## config.mk

```make
export PLATFORM = sky130hd
export DESIGN_NAME = uart_rx
export DESIGN_NICKNAME = d
export VERILOG_FILES = /design/src/rtl/uart_pkg.sv /design/src/rtl/uart_rx_edge_bit_counter.sv /design/src/rtl/uart_rx.sv
export SDC_FILE = /design/constraint.sdc
export NUM_CORES = 1
export LEC_CHECK = 0
export BUFFER_PORTS_ARGS = -buffer_cell sky130_fd_sc_hd__buf_4
export CAP_MARGIN = 20
export CELL_PAD_IN_SITES_DETAIL_PLACEMENT = 0
export CELL_PAD_IN_SITES_GLOBAL_PLACEMENT = 1
export CORE_AREA = 4 4 81 83
export CTS_CLUSTER_DIAMETER = 80
export DETAILED_ROUTE_END_ITERATION = 7
export DIE_AREA = 0 0 85 87
export PLACE_DENSITY_LB_ADDON = 0.1
export SLEW_MARGIN = 20
export SYNTH_ARGS = -nofsm -noshare
export SYNTH_HDL_FRONTEND = slang
export SYNTH_SLANG_ARGS = --single-unit
```

## constraint.sdc

```tcl
create_clock -name CLK -period 3.1 [get_ports CLK]
set_clock_uncertainty 0.1 [all_clocks]
set_input_delay 0.31 -clock CLK [delete_from_list [all_inputs] [get_ports CLK]]
set_output_delay 0.31 -clock CLK [all_outputs]
set_load 0.1 [all_outputs]
```

## src/rtl/uart_pkg.sv

```systemverilog
// Shared definitions for the UART receiver: FSM encoding, supported bit
// periods and small combinational helpers.
package uart_pkg;

  localparam int DATA_WIDTH_DEF = 8;

  localparam logic [5:0] PRESCALE_8  = 6'd8;
  localparam logic [5:0] PRESCALE_16 = 6'd16;
  localparam logic [5:0] PRESCALE_32 = 6'd32;

  typedef enum logic [2:0] {
    IDLE,
    START,
    DATA,
    PARITY,
    STOP
  } rx_state_e;

  // Unsupported bit periods fall back to the shortest one.
  function automatic logic [5:0] norm_prescale(input logic [5:0] p);
    case (p)
      PRESCALE_8, PRESCALE_16, PRESCALE_32: return p;
      default:                              return PRESCALE_8;
    endcase
  endfunction

  function automatic logic majority3(input logic a, input logic b, input logic c);
    return (a & b) | (a & c) | (b & c);
  endfunction

endpackage

```

## src/rtl/uart_rx_edge_bit_counter.sv

```systemverilog
// Oversampling counter: edge_cnt runs 0..prescale-1 within a bit, bit_cnt
// counts completed bits. Both return to 0 whenever enable drops.
module edge_bit_counter #(
  parameter int BIT_CNT_W = 4
) (
  input  logic                 clk,
  input  logic                 rst_n,
  input  logic                 enable_i,
  input  logic [5:0]           prescale_i,
  output logic [5:0]           edge_cnt_o,
  output logic [BIT_CNT_W-1:0] bit_cnt_o
);

  logic [5:0]           edge_cnt_q;
  logic [BIT_CNT_W-1:0] bit_cnt_q;

  // NOTE: sequential state is written with <= so every flop samples the
  // pre-edge values of its neighbours, independent of statement order.
  always_ff @(posedge clk or negedge rst_n) begin
    if (!rst_n) begin
      edge_cnt_q <= '0;
      bit_cnt_q  <= '0;
    end else if (!enable_i) begin
      edge_cnt_q <= '0;
      bit_cnt_q  <= '0;
    end else if (edge_cnt_q == prescale_i - 6'd1) begin
      edge_cnt_q <= '0;
      bit_cnt_q  <= bit_cnt_q + 1'b1;
    end else begin
      edge_cnt_q <= edge_cnt_q + 6'd1;
    end
  end

  assign edge_cnt_o = edge_cnt_q;
  assign bit_cnt_o  = bit_cnt_q;

endmodule

```

## src/rtl/uart_rx.sv

```systemverilog
// UART receiver: synchronizes RX_IN, majority-samples each bit mid-period,
// checks optional parity and the stop bit, and pulses the frame outcome.
module uart_rx
  import uart_pkg::*;
#(
  parameter int DATA_WIDTH = DATA_WIDTH_DEF
) (
  input  logic                  CLK,
  input  logic                  RST,
  input  logic                  RX_IN,
  input  logic                  PAR_EN,
  input  logic                  PAR_TYP,
  input  logic [5:0]            Prescale,
  output logic [DATA_WIDTH-1:0] P_DATA,
  output logic                  Data_Valid,
  output logic                  Par_Err,
  output logic                  Stp_Err
);

  localparam int BIT_CNT_W = $clog2(DATA_WIDTH + 3);

  rx_state_e             state_q, state_d;
  logic [1:0]            rx_sync_q;
  logic [5:0]            presc_q, presc_d;
  logic                  par_en_q, par_en_d;
  logic                  par_typ_q, par_typ_d;
  logic [1:0]            samp_q, samp_d;
  logic [DATA_WIDTH-1:0] shift_q, shift_d;
  logic                  par_err_q, par_err_d;
  logic                  stop_q, stop_d;
  logic [DATA_WIDTH-1:0] p_data_q, p_data_d;
  logic                  dv_q, dv_d, pe_q, pe_d, se_q, se_d;

  logic                  rx_s, maj, cnt_en, wrap, last_data;
  logic [5:0]            edge_cnt, half;
  logic [BIT_CNT_W-1:0]  bit_cnt;

  assign rx_s      = rx_sync_q[1];
  assign half      = presc_q >> 1;
  assign wrap      = (edge_cnt == presc_q - 6'd1);
  assign last_data = (bit_cnt == BIT_CNT_W'(DATA_WIDTH));
  assign maj       = majority3(samp_q[0], samp_q[1], rx_s);
  // Counting starts in the cycle that leaves IDLE and clears the cycle it returns.
  assign cnt_en    = (state_d != IDLE);

  edge_bit_counter #(.BIT_CNT_W(BIT_CNT_W)) u_cnt (
    .clk        (CLK),
    .rst_n      (RST),
    .enable_i   (cnt_en),
    .prescale_i (presc_q),
    .edge_cnt_o (edge_cnt),
    .bit_cnt_o  (bit_cnt)
  );

  // NOTE: every variable gets its default before the case so no path leaves
  // one unassigned, which would otherwise infer a latch.
  always_comb begin
    state_d   = state_q;
    presc_d   = presc_q;
    par_en_d  = par_en_q;
    par_typ_d = par_typ_q;
    samp_d    = samp_q;
    shift_d   = shift_q;
    par_err_d = par_err_q;
    stop_d    = stop_q;
    p_data_d  = p_data_q;
    dv_d      = 1'b0;
    pe_d      = 1'b0;
    se_d      = 1'b0;

    if (state_q != IDLE) begin
      if (edge_cnt == half - 6'd1) samp_d[0] = rx_s;
      if (edge_cnt == half)        samp_d[1] = rx_s;
    end

    case (state_q)
      IDLE: begin
        if (!rx_s) begin
          state_d   = START;
          presc_d   = norm_prescale(Prescale);
          par_en_d  = PAR_EN;
          par_typ_d = PAR_TYP;
          par_err_d = 1'b0;
        end
      end
      START: begin
        if (edge_cnt == half + 6'd1 && maj) state_d = IDLE;
        else if (wrap)                      state_d = DATA;
      end
      DATA: begin
        if (edge_cnt == half + 6'd1) shift_d = {maj, shift_q[DATA_WIDTH-1:1]};
        if (wrap && last_data)       state_d = par_en_q ? PARITY : STOP;
      end
      PARITY: begin
        if (edge_cnt == half + 6'd1) par_err_d = (maj != (^shift_q ^ par_typ_q));
        if (wrap)                    state_d   = STOP;
      end
      STOP: begin
        if (edge_cnt == half + 6'd1) stop_d = maj;
        // Resolve one cycle after the stop decision, leaving half a bit of margin.
        if (edge_cnt == half + 6'd2) begin
          state_d = IDLE;
          if (stop_q && !par_err_q) begin
            p_data_d = shift_q;
            dv_d     = 1'b1;
          end else begin
            pe_d = par_err_q;
            se_d = !stop_q;
          end
        end
      end
      default: state_d = IDLE;
    endcase
  end

  always_ff @(posedge CLK or negedge RST) begin
    if (!RST) begin
      state_q   <= IDLE;
      rx_sync_q <= 2'b11;
      presc_q   <= '0;
      par_en_q  <= 1'b0;
      par_typ_q <= 1'b0;
      samp_q    <= '0;
      shift_q   <= '0;
      par_err_q <= 1'b0;
      stop_q    <= 1'b0;
      p_data_q  <= '0;
      dv_q      <= 1'b0;
      pe_q      <= 1'b0;
      se_q      <= 1'b0;
    end else begin
      state_q   <= state_d;
      rx_sync_q <= {rx_sync_q[0], RX_IN};
      presc_q   <= presc_d;
      par_en_q  <= par_en_d;
      par_typ_q <= par_typ_d;
      samp_q    <= samp_d;
      shift_q   <= shift_d;
      par_err_q <= par_err_d;
      stop_q    <= stop_d;
      p_data_q  <= p_data_d;
      dv_q      <= dv_d;
      pe_q      <= pe_d;
      se_q      <= se_d;
    end
  end

  assign P_DATA     = p_data_q;
  assign Data_Valid = dv_q;
  assign Par_Err    = pe_q;
  assign Stp_Err    = se_q;

endmodule

```

==> flow_metrics.tcl <==
set metrics [dict create \
    grt_pass1_vias 2003 \
    crit_fanout 10 \
    min_from "PAR_TYP" \
    synth.most_common_cell "dfrtp_1" \
    place_inst 347 \
    ys_warn_count 0 \
    grt_pass1_wl_um 10130 \
    hold_path.class "in -> reg" \
    synth_seq_cells 46 \
    avgSynthCellArea_um2 10.58 \
    p_per_area_nw_per_um2 651.7 \
    synth_fp_nets 276 \
    dieArea_um2 7395 \
    netlist_instances 255 \
    diodes 0 \
    vias 1969 \
    yosysTopAreaCellShare_pct 40.82 \
    clk_latency_ns 0.30 \
    path_buf_inv 1 \
    portBuffers 21 \
    cts_sinks 46 \
    post-route-period-util_pct 90.84 \
    grt_use_total_pct 17.18 \
    slew_headroom_pct 38.15 \
    timing.rr.end "u_cnt.bit_cnt_o[3]$_DFFE_PN0P_" \
    fin_cells 357 \
    synth_edf_count 0 \
    path_cells "inv_1, ha_1, a21boi_0, and3_1, o221ai_1, or4_1, a22oi_1" \
    synth_common_cells "dfrtp_1 (44), xnor2_1 (20), mux2_2 (19), nand2_1 (19), nor2_1 (15)" \
    synth_cell_type_count 53 \
    leakagePower_nw 1.333 \
    fill_cells 543 \
    pin_count 22 \
    peakVddDrop_mv 0.3999 \
    nNetsFinal 302 \
    antenna_found_initial 0 \
    clock_path_buffers 2 \
    r2r_start "presc_q[2]$_DFFE_PN0P_" \
    critPathArrivalTime_ns 2.93 \
    r2r_cells 7 \
    wl_per_cell_um 16.08 \
    slowest_delay_ns 0.60 \
    seq_area_frac_synth_pct 42.76 \
    start_util_pct 46.11 \
    grt_max_degree 47 \
    areaGrowthSynthToFinish_pct 13.45 \
    drt_wl_total_um 5742 \
    via_per_inst 5.515 \
    critPathLaunchType "flop" \
    crit_family "compound AO/OA/AOI/OAI gates" \
    core_um2 5851 \
    critical_path_class "reg -> reg" \
    hold_end "par_typ_q$_DFFE_PN0P_" \
    drtIter0Drc 94 \
    final_antenna_net_count 0 \
    drt_pre_antenna_iters 4 \
    drv_cap 0 \
    place_congestion 0.8178 \
    worst_path_max_delay_cell "or4_1" \
    hold_viol_final 0 \
    cts_tree "done" \
    die_w_um 85 \
    worstMarginPinSlew_ns 0.9277 \
    grt_remaining_overflow 0 \
    finalMaxSlewViolations 0 \
    drc 0 \
    synth_flop_cell "dfrtp_1" \
    mappedNetlistArea_um2 2698 \
    final_area_um2 3060 \
    cts_root_buf "clkbuf_8" \
    synth_largest_area_cell "dfrtp_1" \
    place_area_um2 2928 \
    ys_top_cells_by_area "dfrtp_1 (41%), mux2_2 (7.9%), xnor2_1 (6.5%)" \
    numCtsBuffers 5 \
    outcome "complete, no violations" \
    h-tree-depth 2 \
    worstHoldPathCells 3 \
    regToRegSetupSlack_ns 0.28 \
    setup_viol 0 \
    synthArstFlopShare_pct 100.0 \
    period_needed_ns 2.816 \
    clk_pin_slew_ns 0.09 \
    fin_tns_setup_ns 0 \
    total_power_mw 1.994 \
    rows 28 \
    hold_ws_ns 0.09248 \
    die_h_um 87 \
    cp.required_ns 3.22 \
    crit_path_end_kind "flop" \
    grt_setup_unrepaired "no" \
    fmax_mhz 355.1 \
    cts-resized-gates 0 \
    hpwl_um 4133 \
    drive_above_1_share_pct 22.70 \
]
==> cells in the final DEF (no fill, tap or decap), types with 3 or more instances in the layout <==
cell type	netlist	routed
or4_1	3	3
o31ai_1	5	5
a211oi_1	6	6
mux2_2	19	19
a21oi_1	6	6
o21ai_0	6	6
nand2b_1	7	7
dfrtp_1	44	44
clkbuf_8	0	5
nand2_1	19	19
nor3_1	9	9
xnor2_1	20	20
buf_4	1	26
nand4b_1	3	3
a22oi_1	4	4
and3_1	3	3
and2_1	3	3
inv_1	10	10
xor2_1	12	12
nor2_1	15	15
ha_1	10	10
nand3_1	6	6
==> where the power goes <==
part	leakage [nW]	internal, mW	switching, mW	total (mW)
clock network	0.0585	0.242	0.217	0.459
registers	0.614	0.686	0.133	0.819
logic	0.661	0.297	0.419	0.716
==> through the flow <==
stage	util (%)	worst slack (ns)
final	52.31	0.2840
after global routing	52.31	0.04094
after CTS	52.31	0.3303
after detailed placement	50.04	0.3531
after global placement	50.04	0.3879
after floorplan	-	0.6404
==> area by class of cell <==
type,count,area [um2],share of cell area [%]
flip-flops and latches,46,1154,37.69
clock inverters,3,43.79,1.431
multi-input cells,190,1448,47.30
clock buffers,5,68.82,2.249
repair buffers,28,215.2,7.032
well taps,75,93.84,3.066
inverters,10,37.54,1.226
==> how the worst max path moves through the flow <==
stage / startpoint / end / slack (ns) / depth (start not counted)
after floorplan: presc_q[3]$_DFFE_PN0P_ / P_DATA[0]$_DFFE_PN0P_ / 0.64 / 8
after global placement: presc_q[2]$_DFFE_PN0P_ / u_cnt.bit_cnt_o[3]$_DFFE_PN0P_ / 0.39 / 7
final: presc_q[2]$_DFFE_PN0P_ / u_cnt.bit_cnt_o[3]$_DFFE_PN0P_ / 0.28 / 7
after detailed placement: presc_q[2]$_DFFE_PN0P_ / u_cnt.bit_cnt_o[3]$_DFFE_PN0P_ / 0.35 / 7
after CTS: presc_q[2]$_DFFE_PN0P_ / u_cnt.bit_cnt_o[3]$_DFFE_PN0P_ / 0.33 / 7
after global routing: presc_q[2]$_DFFE_PN0P_ / u_cnt.edge_cnt_o[3]$_DFF_PN0_ / 0.04 / 7
==> sequential cells by signal, summed over array words and instances, names as in the netlist, 2 cells and up <==
signal / cells
u_cnt.edge_cnt_o: 6
samp_q: 2
presc_q: 6
P_DATA: 8
u_cnt.bit_cnt_o: 4
rx_sync_q: 2
state_q: 3
shift_q: 8
==> metal layers <==
metal / track usage [%] / wire (um) / vias to the layer above
met3: 3.500 / 127 / 7
met4: 4.748 / 67 / 0
met2: 26.62 / 2675 / 18
met5: 0 / 0 / -
met1: 24.43 / 2872 / 968
li1: - / - / 976
==> worst register-to-register path: stages (launching register included) <==
cell,delay (ns)
dfrtp_1,0.45
inv_1,0.20
ha_1,0.23
a21boi_0,0.34
and3_1,0.24
o221ai_1,0.39
or4_1,0.61
a22oi_1,0.16
==> what timing repair did <==
item,4_1_cts,5_1_grt
hold buffers,2,0
buffers inserted,0,0
hold endpoints to repair,45,0
==> cell families (layout without fill, tap and decap cells) <==
group                      after synthesis  after routing  share of synthesized area (%)
DFF                                     46             46                          42.76
muxes                                   19             19                          7.932
and+or+nand+nor                         79             79                          16.47
xor gates and xnor gates                32             32                          10.39
AOI/OAI and AO/OA                       49             49                          13.87
buffers and inverters                   19             46                          3.571
adders and majority gates               11             11                          5.009
No activity file was read; power rests on OpenSTA's default activity.
